==> config.mk <==
export PLATFORM = sky130hd
export DESIGN_NAME = regfile_write_arbiter
export DESIGN_NICKNAME = d
export VERILOG_FILES = /design/src/rtl/regfile_write_arbiter.sv
export SDC_FILE = /design/constraint.sdc
export NUM_CORES = 1
export LEC_CHECK = 0
export CAP_MARGIN = 20
export CORE_UTILIZATION = 41
export CTS_CLUSTER_DIAMETER = 80
export DETAILED_ROUTE_END_ITERATION = 8
export HOLD_SLACK_MARGIN = 0.06
export PLACE_DENSITY = 0.76
export SLEW_MARGIN = 0
export SYNTH_ARGS = -nofsm -noshare
export SYNTH_HDL_FRONTEND = slang
export SYNTH_SLANG_ARGS = --single-unit
==> constraint.sdc <==
create_clock -name clk -period 1.8 [get_ports clk]
set_input_delay 0.36 -clock clk [delete_from_list [all_inputs] [get_ports clk]]
set_output_delay 0.36 -clock clk [all_outputs]
set_load 0.01 [all_outputs]
==> src/rtl/regfile_write_arbiter.sv <==
// regfile_write_arbiter: owns a NUM_REGS x DATA_W register file and shares its
// single write port between NUM_REQ requesters with a req/ack handshake.
// Handshake: a requester raises req with wr_addr/wr_data and holds all three
// stable through the cycle its ack is high; gnt marks the WRITE cycle, ack
// pulses once when the write is committed, and an acked requester is masked
// for that ack cycle so it cannot be re-granted before it could drop req.
// Optional build macro: REGARB_FIXED_PRIO_EN selects fixed priority (lowest
// eligible index wins, no rr pointer); undefined gives round-robin.
module regfile_write_arbiter #(
  parameter int NUM_REQ  = 2,
  parameter int DATA_W   = 8,
  parameter int NUM_REGS = 8,
  parameter int ADDR_W   = 3
) (
  input  logic                         clk,
  input  logic                         rst,
  input  logic [NUM_REQ-1:0]           req,
  input  logic [NUM_REQ*ADDR_W-1:0]    wr_addr,
  input  logic [NUM_REQ*DATA_W-1:0]    wr_data,
  output logic [NUM_REQ-1:0]           gnt,
  output logic [NUM_REQ-1:0]           ack,
  output logic                         busy,
  output logic [NUM_REGS*DATA_W-1:0]   reg_file_out,
  output logic                         o_dbg_state
);

  localparam int IDX_W = (NUM_REQ > 1) ? $clog2(NUM_REQ) : 1;

  typedef enum logic {
    S_IDLE  = 1'b0,
    S_WRITE = 1'b1
  } state_t;

  state_t                r_state;
  logic [NUM_REQ-1:0]    r_gnt;
  logic [NUM_REQ-1:0]    r_ack;
  logic [IDX_W-1:0]      r_winner;
  logic [DATA_W-1:0]     r_regs [NUM_REGS];
`ifndef REGARB_FIXED_PRIO_EN
  logic [IDX_W-1:0]      r_rr;
`endif

  logic [NUM_REQ-1:0]    w_eligible;
  logic                  w_found;
  logic [IDX_W-1:0]      w_winner;
  int                    w_idx;
  logic [ADDR_W-1:0]     w_sel_addr;
  logic [DATA_W-1:0]     w_sel_data;

  assign w_eligible = req & ~r_ack;

  // Pick the first eligible requester, scanning from the rr pointer (or from 0).
  always_comb begin
    w_found  = 1'b0;
    w_winner = '0;
    w_idx    = 0;
    for (int k = 0; k < NUM_REQ; k++) begin
`ifdef REGARB_FIXED_PRIO_EN
      w_idx = k;
`else
      w_idx = int'(r_rr) + k;
      if (w_idx >= NUM_REQ) w_idx = w_idx - NUM_REQ;
`endif
      if (!w_found && w_eligible[w_idx]) begin
        w_found  = 1'b1;
        w_winner = IDX_W'(w_idx);
      end
    end
  end

  // Route the granted requester's address and data to the write port.
  always_comb begin
    w_sel_addr = '0;
    w_sel_data = '0;
    for (int i = 0; i < NUM_REQ; i++) begin
      if (IDX_W'(i) == r_winner) begin
        w_sel_addr = wr_addr[i*ADDR_W +: ADDR_W];
        w_sel_data = wr_data[i*DATA_W +: DATA_W];
      end
    end
  end

  // Arbitration FSM plus the register file; reset discards any write in flight.
  always_ff @(posedge clk) begin
    if (rst) begin
      r_state  <= S_IDLE;
      r_gnt    <= '0;
      r_ack    <= '0;
      r_winner <= '0;
`ifndef REGARB_FIXED_PRIO_EN
      r_rr     <= '0;
`endif
      for (int r = 0; r < NUM_REGS; r++) r_regs[r] <= '0;
    end else begin
      case (r_state)
        S_IDLE: begin
          r_ack <= '0;
          if (w_found) begin
            r_gnt    <= {{(NUM_REQ-1){1'b0}}, 1'b1} << w_winner;
            r_winner <= w_winner;
            r_state  <= S_WRITE;
          end else begin
            r_gnt <= '0;
          end
        end
        S_WRITE: begin
          r_regs[w_sel_addr] <= w_sel_data;
          r_ack   <= r_gnt;
          r_gnt   <= '0;
`ifndef REGARB_FIXED_PRIO_EN
          if (r_winner == IDX_W'(NUM_REQ-1)) r_rr <= '0;
          else                               r_rr <= r_winner + 1'b1;
`endif
          r_state <= S_IDLE;
        end
        default: r_state <= S_IDLE;
      endcase
    end
  end

  // Flatten the register file, r0 in the low byte; no write bypass.
  always_comb begin
    for (int r = 0; r < NUM_REGS; r++) reg_file_out[r*DATA_W +: DATA_W] = r_regs[r];
  end

  assign gnt         = r_gnt;
  assign ack         = r_ack;
  assign busy        = (r_state == S_WRITE);
  assign o_dbg_state = r_state;

endmodule

# Word-level counts from Yosys, hierarchy flattened
# Memories as Yosys holds them, arrays and structs flattened.
# Index checks and enable logic that the tools add are counted.
totals:
  regBits: 7
  ram_bits: 64
  memories: 1
  word_cells: 50
mem_list:
  columns: ["name", "depth", "width", "read_ports", "rd_ports_with_merged_regs", "write_ports", "line_no", "text"]
  rows:
  - ["r_regs", 8, 8, 8, 0, 8, "38", "logic [DATA_W-1:0] r_regs [NUM_REGS];"]
op_classes:
  bitwise_logic: 3
  reduce_logical: 4
  add_sub_neg: 4
  n_shift: 1
  order_cmp: 4
  mux: 28
op_table:
  columns: ["op", "n"]
  rows:
  - ["32-bit by 3-bit < comparator with 1-bit output (second input constant)", 2]
  - ["32-bit 2-to-1 mux", 2]
  - ["1-bit 2-to-1 mux", 18]
  - ["8-bit 2-to-1 mux", 2]
  - ["2-bit case mux with 2 select lines", 2]
  - ["8-bit OR reduction", 1]
  - ["3-bit 2-to-1 mux", 2]
  - ["1-bit by 2-bit subtractor with 3-bit output (second input constant)", 1]
  - ["2-bit by 2-bit subtractor with 3-bit output (second input constant)", 1]
  - ["1-bit by 1-bit adder with 2-bit output (second input constant)", 1]
  - ["2-bit bitwise AND", 1]
  - ["1-bit by 2-bit greater-or-equal comparator with 1-bit output (second input constant)", 1]
  - ["2-bit greater-or-equal comparator (second input constant)", 1]
  - ["2-bit 2-to-1 mux", 1]
  - ["2-bit NOT", 1]
  - ["1-bit case mux with 2 select lines", 1]
  - ["2-bit AND reduction", 1]
  - ["1-bit by 1-bit << shifter with 2-bit output (first input constant)", 1]
  - ["1-bit adder (second input constant)", 1]
  - ["1-bit logical AND", 1]
  - ["1-bit logical NOT", 1]
  - ["1-bit NOT", 1]

# Depth between registers and ports, before layout
logic_depth:
  word_depth: 12
  ltp_mapped: 5
  ltp_nobuf: 3

# Worst setup path after synthesis
# Ideal clock, no wire load.
synth_path:
  kind: "register -> register"
  from: "reg r_state (netlist: busy)"
  to: "mem r_regs[1][0] (enable)"
  stages_incl_launch_ff: 5
  setup_time_ns: 0.375
  n_path_buf: 1
  arrival_time_ns: 1.387
  required_time_ns: 1.425
  slack_ns: 0.038
  path_cell_list: "dfxtp_1 -> and2b_1 -> buf_4 -> nand2b_1 -> o21bai_1"
synth_rtl:
  columns: ["element", "line_no", "text"]
  rows:
  - ["start: declaration", "34", "state_t r_state;"]
  - ["start signal: assignment", "86", "r_state <= S_IDLE;"]
  - ["start signal: assignment", "101", "r_state <= S_WRITE;"]
  - ["start signal: assignment", "114", "r_state <= S_IDLE;"]
  - ["end: declaration", "38", null]

# Worst setup path in the final report
layout_path:
  from: "reg r_state (netlist: busy)"
  to: "out busy"
layout_rtl:
  columns: ["element", "line_no", "text"]
  rows:
  - ["end: declaration", "22", "output logic busy,"]
# No word-level cell between the ends.

==> run metrics <==
status=finished, violations left; failing checks=design-rule violations; TritonRoute pass-1 iters=8; hold_buf cts=0; Setup-failing EPs final=0; row count=29; CTS tree=built; area delta synth->final=52.7%; fin crit share=95.5%; Lkg Pwr=1.60 nW; Mapped Cells=197; flop and latch count out of synthesis=71; Clk pin slew, worst setup/hold paths=70 ps; Routed WL=7.20 mm; total die area=0.00720 mm²; Setup Fix Bufs, Post-CTS=0; All-Layer GR Usage=21.7%; final hold vios=0; Inserted Clock Buffers=9; per-cell routed wire length=17.4 µm; gr ovfl total=0; DP Worst Slack=-261 ps; Die X=84.8 µm; Yosys warning count=0; CTS sink count=71; M1 WL=3.07 mm; first-pass GRT wire length=11.3 mm; vias per cell=5.02; initial DRC count=133; Antenna Nets Post-Route=0; uppermost layer routed=met4; clk_lat worst skew=340 ps; post-synthesis sequential area ratio=73.3%; clock tree buffer depth=2; most frequent cells in the layout=clkdlybuf4s50_1 (95), nor2_1 (69), edfxtp_1 (64); largest net degree at the start of global routing=13; kind of critical path=reg2out; r2r worst-path depth=5; CTS resizes=0; crit path buf inv count=2; Clock Root Buffer=clkbuf_8; vias in the first global route=2118; hpwl dp=5.45 mm; NumNets Final=358; critical path depth in cells=2; Worst-Margin Slew=348 ps; Tmin final=1720 ps; startpoint types=flip-flop; Starting Density=43.3%; maximum vdd ir drop=0.500 mV; hold crit path type=reg2reg; DR DRC count=8; PwrDens=839 mW/mm²; met3 WL=463 µm; fmax=582 MHz; reg2reg start=r_winner$_SDFFE_PP0P_; Mapped Area=0.00281 mm²; commonest non-fill, non-tap cell in the layout=clkdlybuf4s50_1; GPL Wtd Cong=0.829; initial antenna violation count=0; Crit. End Element=primary output; metal2 WL=3.45 mm; fraction of layout cells with a size suffix above 1=18.1%; Top delay family on crit path=buffers and inverters; reg2reg end=r_regs[0][5]$_SDFFCE_PN0P_; count of pins over their slew limit=0; synth unique cells=22; floorplan core area=0.00649 mm²; PortBufs=95; worst path required time=1440 ps; PnR worst setup slack=80.5 ps; CP cell instances=buf_4, clkdlybuf4s50_1; Post-Route Skew=8.12 ps; slowest CP cell=clkdlybuf4s50_1; DP Area=0.00411 mm²; crit path DAT=1360 ps; CP startpoint=busy$_SDFF_PP0_; IO Pins=96; Via Count=2079; slowest cell delay on critical path=540 ps; CP max FO=7; Finished Cell Area=0.00429 mm²; Worst Setup EP=busy; Slew headroom=76.8%; RSZ-0062 raised after global routing=no; Overall Power=3.60 mW; maxcap violations=0; Worst R2R Setup Slack=200 ps; Post-Syn Nets=223; syn_area_per_cell=14.3 µm²; Antenna Cells=0; CTS H-Tree Depth=3; Die Height=84.8 µm
==> through the flow <==
step / hold slack (ps) / instances / utilization (%) / TNS (ps)
after floorplan: 448 / 197 / - / 0
after global placement: 453 / 398 / 63.3 / -11850
after detailed placement: 460 / 398 / 63.3 / -17400
after CTS: 487 / 414 / 66.1 / 0
after global routing: 509 / 414 / 66.1 / 0
final: 479 / 414 / 66.1 / 0
==> Yosys cell counts <==
cell	instances	share of area (%)
nor2_1	69	9.2
edfxtp_1	64	68
mux2i_1	8	2.8
nand2b_1	8	1.8
or3b_4	8	3.2
dfxtp_1	7	5.0
o21bai_1	5	1.3
nor3b_1	4	1.1
o211ai_2	4	1.8
and3b_1	3	0.93
buf_4	3	0.80
a211oi_1	2	0.53
and2_1	2	0.44
buf_6	2	0.80
a21oi_1	1	0.18
and2b_1	1	0.27
and3_1	1	0.22
clkbuf_1	1	0.13
mux2i_2	1	0.49
nor3_1	1	0.18
nor4_1	1	0.22
o21a_1	1	0.27
==> power breakdown <==
part / leakage, nW / switching [mW] / internal [mW]
clock network: 0.0904 / 0.556 / 0.637
logic: 0.788 / 0.237 / 0.278
registers: 0.721 / 0.0272 / 1.87
total: 1.60 / 0.821 / 2.78
==> cell families (layout without fill, tap and decap cells) <==
kind of cell           after synthesis  in the layout  synth area share (%)
AND/OR/NAND/NOR                     98             98                  17.5
multiplexers                         9              9                  3.34
buffers and inverters                6            146                  1.73
AO/OA/AOI/OAI                       13             13                  4.09
flip-flops                          71             71                  73.3
==> registers in the layout (all words and copies together), names as in the netlist <==
register  flops
gnt           2
r_winner      1
r_regs       64
ack           2
busy          1
r_rr          1
==> worst min path at each step <==
stage                      start           endpoint  slack [ps]  depth (start not counted)
3_3_place_gp   gnt[0]$_SDFF_PP0_  ack[0]$_SDFF_PN0_         450                          1
3_5_place_dp   gnt[0]$_SDFF_PP0_  ack[0]$_SDFF_PN0_         460                          1
5_1_grt        gnt[0]$_SDFF_PP0_  ack[0]$_SDFF_PN0_         510                          1
4_1_cts        gnt[0]$_SDFF_PP0_  ack[0]$_SDFF_PN0_         490                          1
6_report       gnt[0]$_SDFF_PP0_  ack[0]$_SDFF_PN0_         480                          1
2_1_floorplan                rst  gnt[1]$_SDFF_PP0_         450                          1
==> final cells by class <==
class	instances	area (µm²)
Clock buffer	12	135
Clock inverter	4	47.5
Tap cell	77	96.3
Timing Repair Buffer	130	1250
Sequential cell	71	2060
Fill cell	488	2200
Multi-Input combinational cell	120	702
==> routing by layer <==
metal	global-route usage (%)	up-vias
met5	0	-
met2	34.4	86
li1	-	973
met1	27.4	999
met4	9.40	0
met3	7.39	21
==> worst register-to-register path, cell delays in order, from the launching register on <==
cell,delay (ps)
dfxtp_1,420
mux2i_2,290
buf_4,210
o211ai_2,110
nand2b_1,150
buf_12,140
Note: power is estimated with default switching activity, not from simulation.
